**src/rtl/axi4l_arb2.sv**
```systemverilog
// Two-master round-robin AXI4-Lite arbiter serialising accesses to one register-bank slave.
// Define AXI4L_ARB2_TIMEOUT_EN to add the response watchdog and the DRAIN state.
module axi4l_arb2 #(
    parameter int unsigned ADDR_WIDTH = 3,
    parameter int unsigned TIMEOUT    = 255
) (
    input  logic                  aclk,
    input  logic                  areset,
    // master 0
    input  logic                  m0_awvalid,
    input  logic [ADDR_WIDTH-1:2] m0_awaddr,
    input  logic [2:0]            m0_awprot,
    output logic                  m0_awready,
    input  logic                  m0_wvalid,
    input  logic [31:0]           m0_wdata,
    input  logic [3:0]            m0_wstrb,
    output logic                  m0_wready,
    output logic                  m0_bvalid,
    output logic [1:0]            m0_bresp,
    input  logic                  m0_bready,
    input  logic                  m0_arvalid,
    input  logic [ADDR_WIDTH-1:2] m0_araddr,
    input  logic [2:0]            m0_arprot,
    output logic                  m0_arready,
    output logic                  m0_rvalid,
    output logic [31:0]           m0_rdata,
    output logic [1:0]            m0_rresp,
    input  logic                  m0_rready,
    // master 1
    input  logic                  m1_awvalid,
    input  logic [ADDR_WIDTH-1:2] m1_awaddr,
    input  logic [2:0]            m1_awprot,
    output logic                  m1_awready,
    input  logic                  m1_wvalid,
    input  logic [31:0]           m1_wdata,
    input  logic [3:0]            m1_wstrb,
    output logic                  m1_wready,
    output logic                  m1_bvalid,
    output logic [1:0]            m1_bresp,
    input  logic                  m1_bready,
    input  logic                  m1_arvalid,
    input  logic [ADDR_WIDTH-1:2] m1_araddr,
    input  logic [2:0]            m1_arprot,
    output logic                  m1_arready,
    output logic                  m1_rvalid,
    output logic [31:0]           m1_rdata,
    output logic [1:0]            m1_rresp,
    input  logic                  m1_rready,
    // slave
    output logic                  s_awvalid,
    output logic [ADDR_WIDTH-1:2] s_awaddr,
    output logic [2:0]            s_awprot,
    input  logic                  s_awready,
    output logic                  s_wvalid,
    output logic [31:0]           s_wdata,
    output logic [3:0]            s_wstrb,
    input  logic                  s_wready,
    input  logic                  s_bvalid,
    input  logic [1:0]            s_bresp,
    output logic                  s_bready,
    output logic                  s_arvalid,
    output logic [ADDR_WIDTH-1:2] s_araddr,
    output logic [2:0]            s_arprot,
    input  logic                  s_arready,
    input  logic                  s_rvalid,
    input  logic [31:0]           s_rdata,
    input  logic [1:0]            s_rresp,
    output logic                  s_rready
);

    typedef enum logic [2:0] {
        StIdle,
        StGrantWr,
        StWaitB,
        StGrantRd,
        StWaitR
`ifdef AXI4L_ARB2_TIMEOUT_EN
        , StDrain
`endif
    } state_t;

    state_t state_q;
    logic   gnt_q, last_q, aw_done_q, w_done_q;
    logic   timed_out;

    logic                  m_awvalid, m_wvalid, m_bready, m_arvalid, m_rready;
    logic [ADDR_WIDTH-1:2] m_awaddr, m_araddr;
    logic [2:0]            m_awprot, m_arprot;
    logic [31:0]           m_wdata;
    logic [3:0]            m_wstrb;

    logic        aw_rdy, w_rdy, ar_rdy, b_vld, r_vld;
    logic [1:0]  b_resp, r_resp;
    logic [31:0] r_data;
    logic        aw_hs, w_hs, ar_hs, b_hs, r_hs;

    logic wr0, wr1, req0, req1, pick, pick_wr;

    assign wr0  = m0_awvalid | m0_wvalid;
    assign wr1  = m1_awvalid | m1_wvalid;
    assign req0 = wr0 | m0_arvalid;
    assign req1 = wr1 | m1_arvalid;
    // The master that did not win last time gets first claim.
    assign pick    = last_q ? ~req0 : req1;
    assign pick_wr = pick ? wr1 : wr0;

    always_comb begin
        m_awvalid = gnt_q ? m1_awvalid : m0_awvalid;
        m_awaddr  = gnt_q ? m1_awaddr  : m0_awaddr;
        m_awprot  = gnt_q ? m1_awprot  : m0_awprot;
        m_wvalid  = gnt_q ? m1_wvalid  : m0_wvalid;
        m_wdata   = gnt_q ? m1_wdata   : m0_wdata;
        m_wstrb   = gnt_q ? m1_wstrb   : m0_wstrb;
        m_bready  = gnt_q ? m1_bready  : m0_bready;
        m_arvalid = gnt_q ? m1_arvalid : m0_arvalid;
        m_araddr  = gnt_q ? m1_araddr  : m0_araddr;
        m_arprot  = gnt_q ? m1_arprot  : m0_arprot;
        m_rready  = gnt_q ? m1_rready  : m0_rready;
    end

`ifdef AXI4L_ARB2_TIMEOUT_EN
    localparam int unsigned CW = $clog2(TIMEOUT + 1);
    logic [CW-1:0] cnt_q;
    logic          op_wr_q;
    assign timed_out = (cnt_q == CW'(TIMEOUT));
`else
    logic unused_cfg;
    assign unused_cfg = ^TIMEOUT;
    assign timed_out  = 1'b0;
`endif

    always_comb begin
        s_awvalid = 1'b0;
        s_awaddr  = '0;
        s_awprot  = '0;
        s_wvalid  = 1'b0;
        s_wdata   = '0;
        s_wstrb   = '0;
        s_bready  = 1'b0;
        s_arvalid = 1'b0;
        s_araddr  = '0;
        s_arprot  = '0;
        s_rready  = 1'b0;
        aw_rdy    = 1'b0;
        w_rdy     = 1'b0;
        ar_rdy    = 1'b0;
        b_vld     = 1'b0;
        b_resp    = '0;
        r_vld     = 1'b0;
        r_resp    = '0;
        r_data    = '0;
        unique case (state_q)
            StGrantWr: begin
                s_awvalid = m_awvalid & ~aw_done_q;
                s_awaddr  = m_awaddr;
                s_awprot  = m_awprot;
                s_wvalid  = m_wvalid & ~w_done_q;
                s_wdata   = m_wdata;
                s_wstrb   = m_wstrb;
                aw_rdy    = s_awready & ~aw_done_q;
                w_rdy     = s_wready & ~w_done_q;
            end
            StWaitB: begin
                if (timed_out) begin
                    b_vld  = 1'b1;
                    b_resp = 2'b10;
                end else begin
                    s_bready = m_bready;
                    b_vld    = s_bvalid;
                    b_resp   = s_bresp;
                end
            end
            StGrantRd: begin
                s_arvalid = m_arvalid;
                s_araddr  = m_araddr;
                s_arprot  = m_arprot;
                ar_rdy    = s_arready;
            end
            StWaitR: begin
                if (timed_out) begin
                    r_vld  = 1'b1;
                    r_resp = 2'b10;
                end else begin
                    s_rready = m_rready;
                    r_vld    = s_rvalid;
                    r_data   = s_rdata;
                    r_resp   = s_rresp;
                end
            end
`ifdef AXI4L_ARB2_TIMEOUT_EN
            StDrain: begin
                s_bready = op_wr_q;
                s_rready = ~op_wr_q;
            end
`endif
            default: ;
        endcase
    end

    assign aw_hs = s_awvalid & s_awready;
    assign w_hs  = s_wvalid & s_wready;
    assign ar_hs = s_arvalid & s_arready;
    assign b_hs  = b_vld & m_bready;
    assign r_hs  = r_vld & m_rready;

    assign m0_awready = aw_rdy & ~gnt_q;
    assign m1_awready = aw_rdy & gnt_q;
    assign m0_wready  = w_rdy & ~gnt_q;
    assign m1_wready  = w_rdy & gnt_q;
    assign m0_bvalid  = b_vld & ~gnt_q;
    assign m1_bvalid  = b_vld & gnt_q;
    assign m0_bresp   = gnt_q ? 2'b00 : b_resp;
    assign m1_bresp   = gnt_q ? b_resp : 2'b00;
    assign m0_arready = ar_rdy & ~gnt_q;
    assign m1_arready = ar_rdy & gnt_q;
    assign m0_rvalid  = r_vld & ~gnt_q;
    assign m1_rvalid  = r_vld & gnt_q;
    assign m0_rdata   = gnt_q ? 32'h0 : r_data;
    assign m1_rdata   = gnt_q ? r_data : 32'h0;
    assign m0_rresp   = gnt_q ? 2'b00 : r_resp;
    assign m1_rresp   = gnt_q ? r_resp : 2'b00;

    always_ff @(posedge aclk or posedge areset) begin
        if (areset) begin
            state_q   <= StIdle;
            gnt_q     <= 1'b0;
            last_q    <= 1'b1;
            aw_done_q <= 1'b0;
            w_done_q  <= 1'b0;
`ifdef AXI4L_ARB2_TIMEOUT_EN
            cnt_q     <= '0;
            op_wr_q   <= 1'b0;
`endif
        end else begin
`ifdef AXI4L_ARB2_TIMEOUT_EN
            cnt_q <= '0;
`endif
            unique case (state_q)
                StIdle: begin
                    if (req0 | req1) begin
                        gnt_q   <= pick;
                        last_q  <= pick;
                        state_q <= pick_wr ? StGrantWr : StGrantRd;
`ifdef AXI4L_ARB2_TIMEOUT_EN
                        op_wr_q <= pick_wr;
`endif
                    end
                end
                StGrantWr: begin
                    aw_done_q <= aw_done_q | aw_hs;
                    w_done_q  <= w_done_q | w_hs;
                    if ((aw_done_q | aw_hs) & (w_done_q | w_hs)) state_q <= StWaitB;
                end
                StWaitB: begin
                    if (b_hs) begin
                        aw_done_q <= 1'b0;
                        w_done_q  <= 1'b0;
`ifdef AXI4L_ARB2_TIMEOUT_EN
                        state_q   <= timed_out ? StDrain : StIdle;
                    end else begin
                        cnt_q <= (!s_bvalid && !timed_out) ? cnt_q + 1'b1 : cnt_q;
`else
                        state_q   <= StIdle;
`endif
                    end
                end
                StGrantRd: begin
                    if (ar_hs) state_q <= StWaitR;
                end
                StWaitR: begin
                    if (r_hs) begin
`ifdef AXI4L_ARB2_TIMEOUT_EN
                        state_q <= timed_out ? StDrain : StIdle;
                    end else begin
                        cnt_q <= (!s_rvalid && !timed_out) ? cnt_q + 1'b1 : cnt_q;
`else
                        state_q <= StIdle;
`endif
                    end
                end
`ifdef AXI4L_ARB2_TIMEOUT_EN
                StDrain: begin
                    // Swallow the late slave response so the bank is idle before re-arbitrating.
                    if (op_wr_q ? s_bvalid : s_rvalid) state_q <= StIdle;
                end
`endif
                default: state_q <= StIdle;
            endcase
        end
    end

endmodule

```
**config.mk**
```make
export PLATFORM = sky130hd
export DESIGN_NAME = axi4l_arb2
export DESIGN_NICKNAME = d
export VERILOG_FILES = /design/src/rtl/axi4l_arb2.sv
export SDC_FILE = /design/constraint.sdc
export NUM_CORES = 1
export LEC_CHECK = 0
export CAP_MARGIN = 20
export CORE_AREA = 8 8 100 102
export CTS_CLUSTER_SIZE = 10
export DETAILED_ROUTE_END_ITERATION = 8
export DIE_AREA = 0 0 108 110
export MAX_ROUTING_LAYER = met4
export PLACE_DENSITY = 0.83
export SYNTH_ARGS = -nofsm -noshare
export SYNTH_HDL_FRONTEND = slang
export SYNTH_SLANG_ARGS = --single-unit
```
**constraint.sdc**
```tcl
create_clock -name aclk -period 2.52 [get_ports aclk]
set_input_delay 0.252 -clock aclk [delete_from_list [all_inputs] [get_ports aclk]]
set_output_delay 0.252 -clock aclk [all_outputs]
set_load 0.03 [all_outputs]
```
==> flow_summary_export.csv <==
group,metric,value,unit
run_status,status,"finished clean",
power,power.density,725,nW/um^2
critical_path,endpoint_kind,"primary output",
floorplan,die_w,108,microns
power,pwr-share-comb,85.8,%
hold_path,worstHoldPathType,"primary input to asynchronous set/reset pin",
final_layout,layout_common_cells,"clkdlybuf4s50_1, buf_4, and2_1",
routing,routed_wl,11600,microns
floorplan,die_h,110,microns
power,ir_drop,0.645,mV
routing,drt-initial-drc-count,115,
clocking,cts_sinks,7,
power,power.internal,1570,uW
routing,ant_nets,0,
clocking,cts_max_level,1,
power,clkPwrFrac,5.0,%
logic_synthesis,syn_avg_cell_area,7.15,sq um
timing,hold_viol,0,
power,leakage,0.00254,uW
routing,routed-via-count,2835,
routing,wl_per_cell,18.5,microns
timing,fin_setup_tns,0,ns
logic_synthesis,ys_seq_area_share,9.78,%
critical_path,worstReg2RegStart,"state_q[2]$_DFFE_PP0P_",
timing,drv_slew,0,
timing,fin_crit_sh,95.5,%
final_layout,layout_commonest_cell,"clkdlybuf4s50_1",
final_layout,drive_gt1_share,18.1,%
clocking,cts_buffers,3,
clocking,clkTransAtPathRegs,0.05,ns
clocking,cts_tree,"yes",
timing,min_period,2.41,ns
placed_design,dp_hpwl,10400,microns
critical_path,start_kind,"register",
grt,grt_max_degree,36,
clocking,postCtsSetupBuffers,0,
grt,grt_pass1_wl,16100,microns
clocking,clock_latency,0.23,ns
critical_path,cp.required,2.27,ns
grt,antenna_found_initial,4,
power,pwr-share-seq,9.2,%
logic_synthesis,ys_ff_latch,7,
logic_synthesis,ys_warn_count,0,
routing,first_pass_iters,4,
logic_synthesis,syn_inst,252,
logic_synthesis,ys_types,40,
power,swShare,53.2,%
clocking,clockBufferDepth,2,
power,totalPowerFinal,3350,uW
floorplan,die_area,11900,sq um
floorplan,initial_utilization,21.3,%
timing,worst_pin_slew,0.622,ns
placed_design,gp_congestion,0.762,
critical_path,worst_ep_arrival_time,2.15,ns
clocking,cts-root-buf,"clkbuf_8",
placed_design,portBuffers,271,
logic_synthesis,synthArstFlopShare,100,%
critical_path,slowest_delay,0.70,ns
logic_synthesis,synth_ff_type,"dfrtp_1",
critical_path,cp_cell_sequence,"and2b_1 -> nand2_1 -> nor2_1 -> clkdlybuf4s50_1",
critical_path,crit_path_max_fanout,9,
routing,viasPerCell,4.54,
floorplan,core_area,8470,sq um
grt,grt_pass1_vias,2916,
grt,grt_usage,17.8,%
routing,route.detailed.drc,0,
logic_synthesis,synth_area,1800,sq um
critical_path,worst_r2r_path_depth,3,
timing,maxSlewHeadroom,57.9,%
floorplan,io_pins,272,
timing,skew,0.00399,ns
timing,max_freq,416,MHz
floorplan,rows,34,
final_layout,area_growth,156,%
timing,finalSetupViolCount,0,
critical_path,worstReg2RegEnd,"state_q[2]$_DFFE_PP0P_",
logic_synthesis,syn_nets,393,
grt,overflow,0,
power,p_sw,1780,uW
critical_path,reg2reg_setup_slack,1.12,ns
critical_path,critPathKind,"register to primary output",
run,cap_violations,0,
critical_path,crit_slowest_cell,"clkdlybuf4s50_1",
final_layout,nets,655,
logic_synthesis,synth_edf_count,0,
==> flip-flops by register name, indices dropped and copies added (netlist names) <==
name,cells
last_q,1
state_q,3
gnt_q,1
aw_done_q,1
w_done_q,1
==> timing repair <==
action | CTS | global route
hold buffers | 0 | 0
endpoints found under the setup margin | 0 | 33
resized for setup | 0 | 33
==> stage by stage <==
| step | setup slack [ns] | util (%) | hold slack [ns] | cell area [sq um] | cells |
|---|---|---|---|---|---|
| after floorplan | 0.373 | - | 0.0547 | 1800 | 252 |
| after global placement | 0.322 | 53.0 | 0.490 | 4490 | 617 |
| after detailed placement | 0.251 | 53.0 | 0.513 | 4490 | 617 |
| after CTS | 0.00132 | 53.5 | 0.280 | 4530 | 621 |
| after global routing | -0.00500 | 54.6 | 0.295 | 4620 | 625 |
| final | 0.114 | 54.6 | 0.258 | 4620 | 625 |
==> critical path, delay by kind of cell, from the launching register on <==
kind	cells	cell delay [ns]
buffers and inverters	1	0.70
flip-flops	1	0.49
AND/OR/NAND/NOR	3	0.73
==> kinds of logic (layout without fill, tap and decap cells) <==
kind of cell / count (synthesis) / count (layout) / share of synthesized area (%)
mux: 49 / 49 / 27.5
buf+inv: 21 / 282 / 6.66
other cells: 0 / 4 / 0
simple gates: 159 / 159 / 48.7
compound gates: 16 / 16 / 7.29
flops: 7 / 7 / 9.78
==> worst max path at each step <==
stage                                 from          end  slack, ns  depth (start not counted)
CTS                 state_q[2]$_DFFE_PP0P_   m0_arready      0.001                          4
global route        state_q[2]$_DFFE_PP0P_  s_arprot[1]     -0.005                          4
global placement    state_q[2]$_DFFE_PP0P_   m0_arready       0.32                          4
finish              state_q[2]$_DFFE_PP0P_  s_arprot[1]       0.11                          4
floorplan                gnt_q$_DFFE_PP0P_   m0_awready       0.37                          4
detailed placement  state_q[2]$_DFFE_PP0P_   m0_arready       0.25                          4
==> cell usage after synthesis (all sizes together) (2+ instances only) <==
master / number / area (sq um)
buf: 20 / 116
dfrtp: 6 / 150
mux2: 2 / 26.3
nor4b: 3 / 26.3
nor2b: 4 / 25.0
nand3: 3 / 20.0
nand2: 10 / 40.0
mux2i: 47 / 470
a21oi: 5 / 25.0
and4b: 2 / 20.0
and3: 2 / 12.5
nor3: 7 / 46.3
and2: 71 / 444
nor2: 51 / 194
o211ai: 2 / 15.0
==> layout make-up <==
cell class / instances / area (sq um)
diodes: 4 / 10.0
clock buffers: 4 / 45.0
fillers: 749 / 3840
inverters: 1 / 3.75
multi-input cells: 224 / 1510
flip-flops and latches: 7 / 178
well taps: 108 / 135
repair buffers: 277 / 2750
==> per-layer routing <==
layer  vias up  routed length [microns]  track usage (%)
li1       1378                        -                -
met1      1271                     4280             19.3
met2       179                     5800             31.4
met3         7                     1420             6.45
met4         0                       57             2.18
met5         -                        0                -
==> power by group through the flow <==
stage	logic [uW]	clock network (uW)	registers, uW
2_1_floorplan	1830	0	222
4_1_cts	2950	167	306
5_1_grt	3040	175	323
3_3_place_gp	2900	0	300
6_report	2870	167	309
3_5_place_dp	2930	0	306
No activity file was read; power rests on OpenSTA's default activity.
